--- src/rtl/lsu_dmem_master.sv ---
// Load/store initiator between the memory stage and a single-port, combinationally read data memory.
// One request in flight; sub-word stores are merged by read-modify-write.
module lsu_dmem_master #(
    parameter int MEM_WORDS = 64
) (
    input  logic        clk,
    input  logic        reset,
    input  logic        req_valid,
    output logic        req_ready,
    input  logic        req_store,
    input  logic [2:0]  req_funct3,
    input  logic [31:0] req_addr,
    input  logic [31:0] req_wdata,
    output logic        resp_valid,
    output logic [31:0] resp_rdata,
    output logic        resp_err,
    output logic [31:0] mem_A,
    output logic [31:0] mem_WD,
    output logic        mem_WE,
    input  logic [31:0] mem_RD
);

    typedef enum logic [1:0] {IDLE, READ, WRITE, RESP} state_t;

    state_t      state_reg;
    logic        store_reg;
    logic [2:0]  funct3_reg;
    logic [1:0]  lane_reg;
    logic [15:0] wdata_reg;
    logic        req_ready_reg;
    logic        resp_valid_reg;
    logic        resp_err_reg;
    logic [31:0] resp_rdata_reg;
    logic [31:0] mem_a_reg;
    logic [31:0] mem_wd_reg;

    logic        funct3_bad;
    logic        misaligned;
    logic        out_of_range;
    logic        req_err;
    logic [7:0]  byte_sel;
    logic [15:0] half_sel;
    logic [31:0] load_data;
    logic [31:0] merged_word;
    logic [3:0]  lane_hit;

    always_comb begin
        funct3_bad   = (req_funct3 == 3'b011) || (req_funct3[2:1] == 2'b11)
                    || (req_funct3[2] && req_store);
        misaligned   = ((req_funct3[1:0] == 2'b01) && req_addr[0])
                    || ((req_funct3 == 3'b010) && (req_addr[1:0] != 2'b00));
        out_of_range = {2'b00, req_addr[31:2]} >= 32'(MEM_WORDS);
        req_err      = funct3_bad || misaligned || out_of_range;
    end

    always_comb begin
        byte_sel  = mem_RD[{lane_reg, 3'b000} +: 8];
        half_sel  = mem_RD[{lane_reg[1], 4'b0000} +: 16];
        load_data = mem_RD;
        case (funct3_reg)
            3'b000:  load_data = {{24{byte_sel[7]}}, byte_sel};
            3'b001:  load_data = {{16{half_sel[15]}}, half_sel};
            3'b100:  load_data = {24'd0, byte_sel};
            3'b101:  load_data = {16'd0, half_sel};
            default: load_data = mem_RD;
        endcase
    end

    // Per-lane merge: SB replicates wdata[7:0], SH maps wdata[15:0] onto the addressed half.
    for (genvar gi = 0; gi < 4; gi++) begin : g_lane
        assign lane_hit[gi] = funct3_reg[0] ? (lane_reg[1] == 1'(gi / 2))
                                            : (lane_reg == 2'(gi));
        assign merged_word[8*gi +: 8] = !lane_hit[gi] ? mem_RD[8*gi +: 8]
                                      : (funct3_reg[0] ? wdata_reg[8*(gi % 2) +: 8]
                                                       : wdata_reg[7:0]);
    end

    always_ff @(posedge clk) begin
        if (reset) begin
            state_reg      <= IDLE;
            store_reg      <= 1'b0;
            funct3_reg     <= 3'd0;
            lane_reg       <= 2'd0;
            wdata_reg      <= 16'd0;
            req_ready_reg  <= 1'b1;
            resp_valid_reg <= 1'b0;
            resp_err_reg   <= 1'b0;
            resp_rdata_reg <= 32'd0;
            mem_a_reg      <= 32'd0;
            mem_wd_reg     <= 32'd0;
        end else begin
            case (state_reg)
                IDLE: begin
                    resp_valid_reg <= 1'b0;
                    resp_err_reg   <= 1'b0;
                    resp_rdata_reg <= 32'd0;
                    mem_wd_reg     <= 32'd0;
                    if (req_valid) begin
                        store_reg     <= req_store;
                        funct3_reg    <= req_funct3;
                        lane_reg      <= req_addr[1:0];
                        wdata_reg     <= req_wdata[15:0];
                        req_ready_reg <= 1'b0;
                        if (req_err) begin
                            state_reg      <= RESP;
                            resp_valid_reg <= 1'b1;
                            resp_err_reg   <= 1'b1;
                        end else begin
                            mem_a_reg <= {req_addr[31:2], 2'b00};
                            if (req_store && (req_funct3 == 3'b010)) begin
                                state_reg  <= WRITE;
                                mem_wd_reg <= req_wdata;
                            end else begin
                                state_reg <= READ;
                            end
                        end
                    end
                end
                READ: begin
                    if (store_reg) begin
                        state_reg  <= WRITE;
                        mem_wd_reg <= merged_word;
                    end else begin
                        state_reg      <= RESP;
                        resp_valid_reg <= 1'b1;
                        resp_rdata_reg <= load_data;
                    end
                end
                WRITE: begin
                    state_reg      <= RESP;
                    mem_wd_reg     <= 32'd0;
                    resp_valid_reg <= 1'b1;
                end
                RESP: begin
                    state_reg      <= IDLE;
                    req_ready_reg  <= 1'b1;
                    resp_valid_reg <= 1'b0;
                    resp_err_reg   <= 1'b0;
                    resp_rdata_reg <= 32'd0;
                end
            endcase
        end
    end

    // Gated by reset so an aborted store can never commit on the reset edge.
    assign mem_WE     = (state_reg == WRITE) && !reset;
    assign req_ready  = req_ready_reg;
    assign resp_valid = resp_valid_reg;
    assign resp_rdata = resp_rdata_reg;
    assign resp_err   = resp_err_reg;
    assign mem_A      = mem_a_reg;
    assign mem_WD     = mem_wd_reg;

endmodule

--- config.mk ---
export PLATFORM = sky130hd
export DESIGN_NAME = lsu_dmem_master
export DESIGN_NICKNAME = d
export VERILOG_FILES = /design/src/rtl/lsu_dmem_master.sv
export SDC_FILE = /design/constraint.sdc
export NUM_CORES = 1
export LEC_CHECK = 0
export ABC_AREA = 1
export ABC_CLOCK_PERIOD_IN_PS = 3300
export CAP_MARGIN = 15
export CORE_AREA = 2 2 119 109
export DETAILED_ROUTE_END_ITERATION = 10
export DIE_AREA = 0 0 121 111
export PLACE_DENSITY_LB_ADDON = 0.25
export SKIP_CTS_REPAIR_TIMING = 1
export SYNTH_ARGS = -nofsm -noshare
export SYNTH_HDL_FRONTEND = slang
export SYNTH_SLANG_ARGS = --single-unit
--- constraint.sdc ---
create_clock -name clk -period 3.3 [get_ports clk]
set_clock_uncertainty 0.05 [all_clocks]
set_input_delay 0.495 -clock clk [delete_from_list [all_inputs] [get_ports clk]]
set_output_delay 0.495 -clock clk [all_outputs]
set_load 0.05 [all_outputs]
======== Yosys cells after proc, flatten, opt, wreduce, memory -nomap -nowiden ========
Cells that the tools add are included.
word-level totals
  bits in registers ....................... 121
  input bits .............................. 103
  output and inout bits ................... 100
  logic and storage cells ................. 85
operators by class
  order comparisons ....................... 1
  equal/unequal tests ..................... 16
  shift operators ......................... 2
  mux-type cells .......................... 29
  bitwise logic cells ..................... 2
  reductions and logical operators ........ 24
operators with widths
  cell                                                                                   count
  32-bit 2-to-1 mux                                                                      5
  32-bit case mux with 4 select lines                                                    1
  32-bit case mux with 3 select lines                                                    1
  32-bit case mux with 2 select lines                                                    1
  8-bit 2-to-1 mux                                                                       5
  32-bit by 6-bit indexed part select with 16-bit output                                 1
  32-bit by 6-bit indexed part select with 8-bit output                                  1
  30-bit by 7-bit greater-or-equal comparator with 1-bit output (second input constant)  1
  2-bit equality test (second input constant)                                            5
  1-bit 2-to-1 mux                                                                       9
  2-bit case mux with 4 select lines                                                     1
  2-bit AND reduction                                                                    4
  2-bit by 1-bit equality test with 1-bit output (second input constant)                 3
  3-bit by 2-bit equality test with 1-bit output (second input constant)                 2
  3-bit equality test (second input constant)                                            2
  2-bit 2-to-1 mux                                                                       3
  2-bit != test (second input constant)                                                  3
  2-bit nonzero test                                                                     3
  1-bit logical AND                                                                      5
  1-bit logical OR                                                                       5
  2-bit zero test                                                                        2
  1-bit case mux with 2 select lines                                                     2
  1-bit case mux with 4 select lines                                                     1
  3-bit by 1-bit equality test with 1-bit output (second input constant)                 1
  6 further kinds                                                                        7

======== Logic depth before layout (Yosys ltp) ========
Gate-level depths: netlist of the first run.
  depth in word-level cells ............... 8
  gate-level depth with buffers ........... 11
  depth with buffers taken out ............ 10

======== Least setup slack after synthesis of the first run ========
OpenSTA, ideal clock, no wires.
  path kind ............................... input port to output port
  start ................................... input port reset
  end ..................................... output port mem_WE
  data arrival time ....................... 1.433 ns
  data required time ...................... 2.755 ns
  slack ................................... 1.322 ns
  cell stages on the path ................. 2
  buffers on the path ..................... 1
  cell sequence ........................... clkbuf_1 > nor2_1
between the ends
  cells in the longest elaborated chain, start to end .. 2
ends and longest elaborated chain
  element             RTL line  source
  start: declaration  7         input logic reset,
  1-bit zero test     146       assign mem_WE = (state_reg == WRITE) && !reset;
  1-bit logical AND   146
  end: declaration    19        output logic mem_WE,
Every way passes these cells.

======== Worst setup path in the final report of the first run ========
  start ................................... register state_reg[0]
  end ..................................... register mem_wd_reg[18], in the netlist mem_WD[18]
between the ends
  cells in the longest elaborated chain, start to end .. 3
  elaborated cells between the ends (all ways) .. 7
  those cells by class .................... eq/ne (3); mux (1); reduce/logical (3)
ends and longest elaborated chain
  element                                                                      RTL line  source
  start: declaration                                                           25        state_t state_reg;
  start signal: assignment                                                     80        state_reg <= IDLE;
  start signal: assignment                                                     105       state_reg <= RESP;
  start signal: assignment                                                     111       state_reg <= WRITE;
  2-bit by 1-bit equality test with 1-bit output (tied with other cells)       92        case (state_reg)
  2-bit != test (no source line) / 3-bit nonzero test (equally long branches)  -
  2-bit AND reduction (no source line)                                         -
  end signal: assignment                                                       112       mem_wd_reg <= req_wdata;
  end signal: assignment                                                       122       mem_wd_reg <= merged_word;
  end: declaration                                                             35        logic [31:0] mem_wd_reg;
Parallel ways exist; a longest one is shown, timed or not.
A chain may end at the register's enable or synchronous reset.

==> results.toml, run 1 <==
[sta]
rsz0062_at_grt = "no"
tightest_slew_ps = 823.1
hold_viol_final = 0
tns_ps = 0
max_freq_mhz = 402.8
setup_viol = 0
fin_crit_sh = 0.7523
slew_violations = 0
maxSlewHeadroom = 0.4507
finalCriticalPeriod_ps = 2482

[die]
die_area_um2 = 13430
pin_count = 203
die_w_um = 121
core_area_um2 = 12350
start_util = 0.4854
die_h_um = 111
row_count = 39

[synth]
synthArstFlopShare = 0
yosys_register_bits = 121
syn_avg_cell_area_um2 = 7.176
synth.distinct_cells = 39
yosysSeqAreaShare = 0.4043
synthCells = 835
syn_area_um2 = 5992
synthFlopType = "dfxtp_1"
ys.warnings.count = 0
synth-edff-count = 0

[power_and_ir_drop]
p_per_area_nw_per_um2 = 646.7
switchingPower_w = 0.002006
p_clk_frac = 0.364
p_sw_frac = 0.3604
pwr-share-seq = 0.314
combPwrFrac = 0.323
vdd_ir_drop_max_mv = 0.4161
power.total_w = 0.005567
internal_power_w = 0.003560
power_leakage_nw = 3.475

[worst_setup_path]
r2r_start = "state_reg[0]"
worst-path-max-fanout = 30
worstPathRequired_ps = 3590
crit_type = "register to register"
worstPathArrival_ps = 2770
cp-start-kind = "register"
ff2ff_setup_slack_ps = 820
crit_path_end_kind = "register"
cp-startpoint = "state_reg[0]"

[clocking]
cts_max_level = 4
cts_tree = "yes"
cts-root-buf = "clkbuf_16"
cts_buffers = 17
cts.sinks = 121
clk_latency_ps = 420
clockBufferDepth = 2
clk_pin_slew_ps = 50

[finish]
seq_area_um2 = 2422
drive_above_1_share = 0.09393
final_nets = 1118
multi_input_area_um2 = 2959
area_growth_pct = 43.66
fillers = 1051
num_antenna_cells = 0

[grt]
antenna_found_initial = 0
grt_usage = 0.2816
grt_start_max_net_pins = 49
grt_pass1_vias = 5968
grt_pass1_wl_um = 29940
gr-total-overflow = 0

[hold_path]
hp-class = "register to register"
worstHoldStart = "resp_err"

[route]
drt_pass1_iterations = 6
ant_nets = 0
viasPerCell = 5.270
totalWireLength_um = 18710
num_vias = 6250
first_iter_violations = 564
routedWlPerCell_um = 15.77
drc = 0

[run_status]
status = "complete, no violations"

[placed_design]
portBuffers = 200
hpwl_um = 13390
gp_congestion = 0.9505

[run]
maxCapViolCount = 0
-- routing by layer --
layer / share of wire / up-vias / track usage
met3: 0.094 / 35 / 0.09362
met2: 0.44 / 294 / 0.4169
met5: 0 / - / 0
met4: 0.024 / 0 / 0.09922
li1: - / 3093 / -
met1: 0.45 / 2828 / 0.3819
-- worst max-delay path, stage by stage (launching register included) --
cell and delay, ps:
dfxtp_1 420, inv_1 110, ha_1 400, nand2_1 150
inv_1 610, o21ai_0 200, a21oi_1 160, nor2_1 80
a21oi_1 200
-- cell type report --
| class | instances | area share |
|---|---|---|
| clock buffers | 20 | 0.05189 |
| clock inverters | 12 | 0.02297 |
| inverters | 78 | 0.03430 |
| multi-input cells | 580 | 0.3438 |
| flip-flops and latches | 121 | 0.2814 |
| well taps | 164 | 0.02384 |
| repair buffers | 211 | 0.2419 |
-- worst paths after layout --
check	depth (start not counted)	to
hold / removal	2	resp_err
setup reg to reg	8	mem_WD[18]
hold reg to reg	2	resp_err
setup / recovery	8	mem_WD[18]
-- metrics by stage --
step | cell area, um2 | instances | setup WS [ps] | hold WS [ps] | util
floorplan | 5996 | 836 | 1322 | 379.2 | -
global placement | 7964 | 1154 | 770.8 | 391.0 | 0.6451
detailed placement | 7964 | 1154 | 704.0 | 397.5 | 0.6451
CTS | 8608 | 1186 | 865.4 | 405.2 | 0.6973
global route | 8608 | 1186 | 675.3 | 423.1 | 0.6973
finish | 8608 | 1186 | 817.5 | 401.5 | 0.6973
-- power groups by stage --
stage | Combinational, W | Sequential [W] | Clock [W]
after CTS | 0.00178 | 0.00174 | 0.00204
after global placement | 0.00175 | 0.00177 | 0
final | 0.00180 | 0.00175 | 0.00202
after floorplan | 0.000885 | 0.00208 | 0
after detailed placement | 0.00176 | 0.00177 | 0
after global routing | 0.00194 | 0.00176 | 0.00212
-- layout by cell type (no fill, tap or decap), types with 4 or more instances in the layout --
master and count:
o211ai_1 23, nand2_1 142, dfxtp_1 121, nand3_2 10, nor2_1 96, or2_2 8, clkdlybuf4s50_1 199, nor2_4 4
a21oi_1 87, inv_1 69, clkinv_2 5, ha_1 6, o21ai_0 93, buf_4 12, clkbuf_16 17, nand3_1 70
bufinv_16 5, a21oi_2 11, inv_2 6, mux2i_1 7
-- synth_stat cells (3+ instances only) --
cell type / count / share of area
buf_4: 3 / 0.0038
clkbuf_1: 29 / 0.018
a21oi_2: 10 / 0.015
nand2_1: 142 / 0.089
dfxtp_1: 121 / 0.40
buf_2: 10 / 0.0084
buf_6: 12 / 0.023
ha_1: 6 / 0.013
a21oi_1: 88 / 0.074
inv_1: 70 / 0.044
nand3_2: 10 / 0.017
o211ai_1: 23 / 0.029
nor2_4: 4 / 0.0075
or2_2: 8 / 0.0084
mux2i_1: 7 / 0.012
nand3_1: 70 / 0.058
inv_2: 5 / 0.0031
o21ai_0: 93 / 0.078
nand2_4: 3 / 0.0056
nor2_1: 98 / 0.061
-- cells by family (layout without fill, tap and decap cells) --
family / count (synthesis) / after routing / share of synthesized area
other: 1 / 2 / 0.0006258
flip-flops: 121 / 121 / 0.4043
AND/OR/NAND/NOR: 343 / 343 / 0.2598
multiplexers: 7 / 7 / 0.01169
buffers and inverters: 135 / 321 / 0.1046
AO/OA/AOI/OAI: 222 / 222 / 0.2065
adder cells (fa/ha/maj): 6 / 6 / 0.01253
No activity file was read; power rests on OpenSTA's default activity.
==> run 2: changes to the inputs <==
- ABC_CLOCK_PERIOD_IN_PS: 3300 -> 2200
- CORE_AREA: 2 2 119 109 -> 2 2 129 119
- DIE_AREA: 0 0 121 111 -> 0 0 131 121
- clock period: 3.3 -> 2.2 ns (I/O delays scaled with it)
==> run 2 against run 1 <==
  * Critical path depth rose by 1
  * Non-clock buffer count is 12 higher
  * Fmax up 22%
  * Flip-flop and latch count unchanged
  * Combinational power is 56% higher
  * Clock power rose by 35%
  * Utilization shrank 9.2 points
  * Setup slack got worse by 650 ps
  * Critical path type unchanged
  * Largest cell class unchanged
==> results.toml, run 2 (synthesis results as in run 1) <==
[run_status]
status = "complete, no violations"

[sta]
tns_ps = 0
fin_crit_sh = 0.9246
hold_viol_final = 0
holdWs_ps = 401.4
maxSlewHeadroom = 0.5792
slew_violations = 0
worst_slack_ps = 165.9
rsz0062_at_grt = "no"
finalCriticalPeriod_ps = 2034
setup_viol = 0
tightest_slew_ps = 628.2
max_freq_mhz = 491.6

[clocking]
cts-root-buf = "clkbuf_16"
cts.sinks = 121
clk_latency_ps = 420
cts_buffers = 17
cts_max_level = 4
cts_tree = "yes"
clk_pin_slew_ps = 60
clockBufferDepth = 2

[worst_setup_path]
r2r_start = "state_reg[0]"
crit_type = "register to register"
cp-start-kind = "register"
worstPathArrival_ps = 2330
worstPathRequired_ps = 2490
r2r_cells = 9
ff2ff_setup_slack_ps = 170
crit_path_end_kind = "register"
worst-path-max-fanout = 30
r2r-end = "mem_WD[7]"

[run]
maxCapViolCount = 0

[route]
ant_nets = 0
routedWlPerCell_um = 15.57
first_iter_violations = 617
totalWireLength_um = 19190
drt_pass1_iterations = 5
drc = 0
num_vias = 6266
viasPerCell = 5.086

[hold_path]
hp-class = "register to register"
holdPathEnd = "mem_A[14]"
hold_depth = 2
worstHoldStart = "mem_A[14]"

[grt]
grt_pass1_wl_um = 30530
grt_pass1_vias = 5891
gr-total-overflow = 0
grt_usage = 0.2474
grt_start_max_net_pins = 85
antenna_found_initial = 0

[placed_design]
place_inst = 1200
hpwl_um = 14210
portBuffers = 200
gp_congestion = 1.004
dp_slack_ps = 94.42
place_area_um2 = 8159

[finish]
seq_area_um2 = 2422
drive_above_1_share = 0.1074
final_cell_count_no_fill = 1232
final_cell_mix = "clkdlybuf4s50_1 (199), nand2_1 (142), dfxtp_1 (121), nor2_1 (96), o21ai_0 (93)"
layout_commonest_cell = "clkdlybuf4s50_1"
fin_area_um2 = 8741
area_growth_pct = 45.88
fillers = 1333
num_antenna_cells = 0
multi_input_area_um2 = 2962
final_nets = 1130

[die]
row_count = 42
core_area_um2 = 14450
die_area_um2 = 15850
die_h_um = 121
die_w_um = 131
start_util = 0.4146
pin_count = 203

[power_and_ir_drop]
p_per_area_nw_per_um2 = 930.2
vdd_ir_drop_max_mv = 0.5395
power_leakage_nw = 3.521
==> run 2: cell count changes in the layout (fill, tap and decap cells not counted), sizes merged <==
cell,change
inv,+9
clkinvlp,+1
clkinv,-3
bufinv,-4
clkbuf,-3
buf,+12
==> run 2: cell type report <==
class | count | share of cell area
multi-input combinational | 580 | 0.3388
sequential | 121 | 0.2771
timing repair buffer | 223 | 0.2557
clock buffer | 17 | 0.04867
inverter | 78 | 0.03378
tap | 198 | 0.02834
clock inverter | 15 | 0.01761
==> run 2: how the worst max path moves through the flow <==
stage | start | to | slack, ps | depth (start not counted)
after floorplan | state_reg[0] | resp_rdata[24] | 480 | 7
after CTS | state_reg[0] | mem_WD[7] | 160 | 9
after global routing | state_reg[0] | mem_WD[7] | 3 | 9
final | state_reg[0] | mem_WD[7] | 170 | 9
after global placement | mem_RD[15] | resp_rdata[31] | 130 | 9
after detailed placement | mem_RD[31] | resp_rdata[18] | 90 | 7
==> run 2: layer usage <==
metal / up-vias / part of all wire / global-route usage
li1: 3124 / - / -
met3: 30 / 0.088 / 0.08113
met1: 2859 / 0.45 / 0.3338
met2: 253 / 0.45 / 0.3731
met5: - / 0 / 0
met4: 0 / 0.017 / 0.07912
==> run 2: where the power goes <==
| group | total [W] | switching (W) | internal, W | leakage (nW) |
|---|---|---|---|---|
| registers | 0.00259 | 0.000168 | 0.00243 | 0.984 |
| clock network | 0.00273 | 0.00113 | 0.00159 | 0.276 |
| logic | 0.00281 | 0.00186 | 0.000950 | 2.26 |
| total | 0.00813 | 0.00316 | 0.00497 | 3.52 |
==> run 2: per-stage QoR <==
step	power (W)	utilization
final	0.008131	0.6048
after global routing	0.008529	0.6048
after CTS	0.008159	0.6047
after detailed placement	0.005417	0.5646
after global placement	0.005398	0.5646
after floorplan	0.004452	-
==> run 2: worst max-delay path: stages (launching register included) <==
cell and delay [ps]:
dfxtp_1 420, inv_1 120, ha_2 390, nand2_1 120
inv_1 120, buf_12 180, o21ai_2 70, a21oi_1 180
nor2_1 90, a21oi_1 190
==> run 3: changes to the inputs <==
- MAX_ROUTING_LAYER: default -> met4
==> run 3 against run 2 <==
  * Utilization is 0.27 points higher
  * Final area is 0.44% higher
  * Fmax is 0.18% higher
  * Combinational power hardly changed
  * Register-to-register slack hardly changed
  * Worst hold slack hardly changed
  * Final cell count stayed put
  * Clock power is 2% higher
  * Critical path type unchanged
  * Largest power group unchanged
==> results.toml, run 3 (synthesis results as in run 1) <==
[finish]
final_cell_mix = "clkdlybuf4s50_1 (199), nand2_1 (142), dfxtp_1 (121), nor2_1 (96), o21ai_0 (93)"
final_util = 0.6075
final_cell_count_no_fill = 1232
fillers = 1317
num_antenna_cells = 0
final_nets = 1130
layout_commonest_cell = "clkdlybuf4s50_1"
drive_above_1_share = 0.1064
area_growth_pct = 46.52

[route]
drc = 0
totalWireLength_um = 19120
drt_pass1_iterations = 5
routedWlPerCell_um = 15.52
first_iter_violations = 506
num_vias = 6293
ant_nets = 0
viasPerCell = 5.108

[placed_design]
gp_congestion = 1.028
portBuffers = 200
place_inst = 1200
hpwl_um = 14090

[sta]
hold_viol_final = 0
max_freq_mhz = 492.5
rsz0062_at_grt = "no"
tightest_slew_ps = 580.2
slew_violations = 0
tns_ps = 0
setup_viol = 0
holdWs_ps = 401.4
fin_crit_sh = 0.9230
maxSlewHeadroom = 0.6113
finalCriticalPeriod_ps = 2031

[worst_setup_path]
crit_type = "register to register"
worstPathArrival_ps = 2330
worstPathCellList = "inv_1 -> ha_1 -> nand2_1 -> inv_1 -> buf_12 -> o21ai_1 -> a21oi_1 -> nor2_1 -> a21oi_1"
crit_path_end_kind = "register"
cp_num_buf_inv = 3
worstPathRequired_ps = 2500
crit_family = "compound AO/OA/AOI/OAI gates"
ff2ff_setup_slack_ps = 170
critPathSlowestCell = "dfxtp_1"
slowest_delay_ps = 410
worst-path-max-fanout = 30
cp-start-kind = "register"

[grt]
grt_pass1_vias = 5880
grt_pass1_wl_um = 29840
gr-total-overflow = 0
grt_start_max_net_pins = 85
antenna_found_initial = 0
grt_usage = 0.2504

[die]
start_util = 0.4146
die_w_um = 131
row_count = 42
die_area_um2 = 15850
core_area_um2 = 14450
die_h_um = 121
pin_count = 203

[clocking]
cts_max_level = 4
clockBufferDepth = 2
clk_pin_slew_ps = 60
cts_buffers = 17
cts.sinks = 121
cts-root-buf = "clkbuf_16"
clk_latency_ps = 420
cts_tree = "yes"

[run]
maxCapViolCount = 0

[hold_path]
hp-class = "register to register"

[power_and_ir_drop]
vdd_ir_drop_max_mv = 0.6030
power.total_w = 0.008194
p_per_area_nw_per_um2 = 933.3
power_leakage_nw = 3.532

[run_status]
status = "complete, no violations"
[run 3: cell count changes in the layout (fill, tap and decap cells not counted), sizes merged]
cell	delta
clkinv	+2
inv	-4
clkinvlp	+1
bufinv	+1
[run 3: layer usage]
metal	GRT usage	vias up	wire (um)
met5	-	-	0
met4	0.08045	0	363
met3	0.05732	28	1410
met2	0.3698	250	8603
met1	0.3400	2904	8745
li1	-	3111	-
[run 3: worst paths after layout]
check | startpoint | endpoint | cells past startpoint
setup / recovery | state_reg[0] | mem_WD[23] | 9
hold reg to reg | mem_A[25] | mem_A[25] | 2
hold / removal | mem_A[25] | mem_A[25] | 2
setup reg to reg | state_reg[0] | mem_WD[23] | 9
[run 3: power breakdown]
group,switching [W],internal [W],total (W)
Sequential,0.000162,0.00243,0.00259
Clock,0.00110,0.00168,0.00279
Combinational,0.00186,0.000958,0.00282
Total,0.00312,0.00507,0.00819
[run 3: area by class of cell]
class | count | area, um2 | area share
multi-input combinational | 580 | 2964 | 0.3376
sequential | 121 | 2422 | 0.2759
timing repair buffer | 223 | 2260 | 0.2574
clock buffer | 17 | 425.4 | 0.04845
inverter | 78 | 295.3 | 0.03363
tap | 198 | 247.7 | 0.02822
clock inverter | 15 | 165.2 | 0.01881
[run 3: worst min-delay path: cells and delay by family, from the launching register on]
kind / cells / cell delay (ps)
flops: 1 / 310
simple gates: 1 / 70
buf+inv: 1 / 30
[run 3: stage by stage]
| stage | setup WS, ps | cell area (um2) |
|---|---|---|
| detailed placement | 118.1 | 8184 |
| finish | 169.5 | 8780 |
| CTS | 149.9 | 8775 |
| floorplan | 475.9 | 5996 |
| global placement | 121.1 | 8184 |
| global route | 35.05 | 8780 |
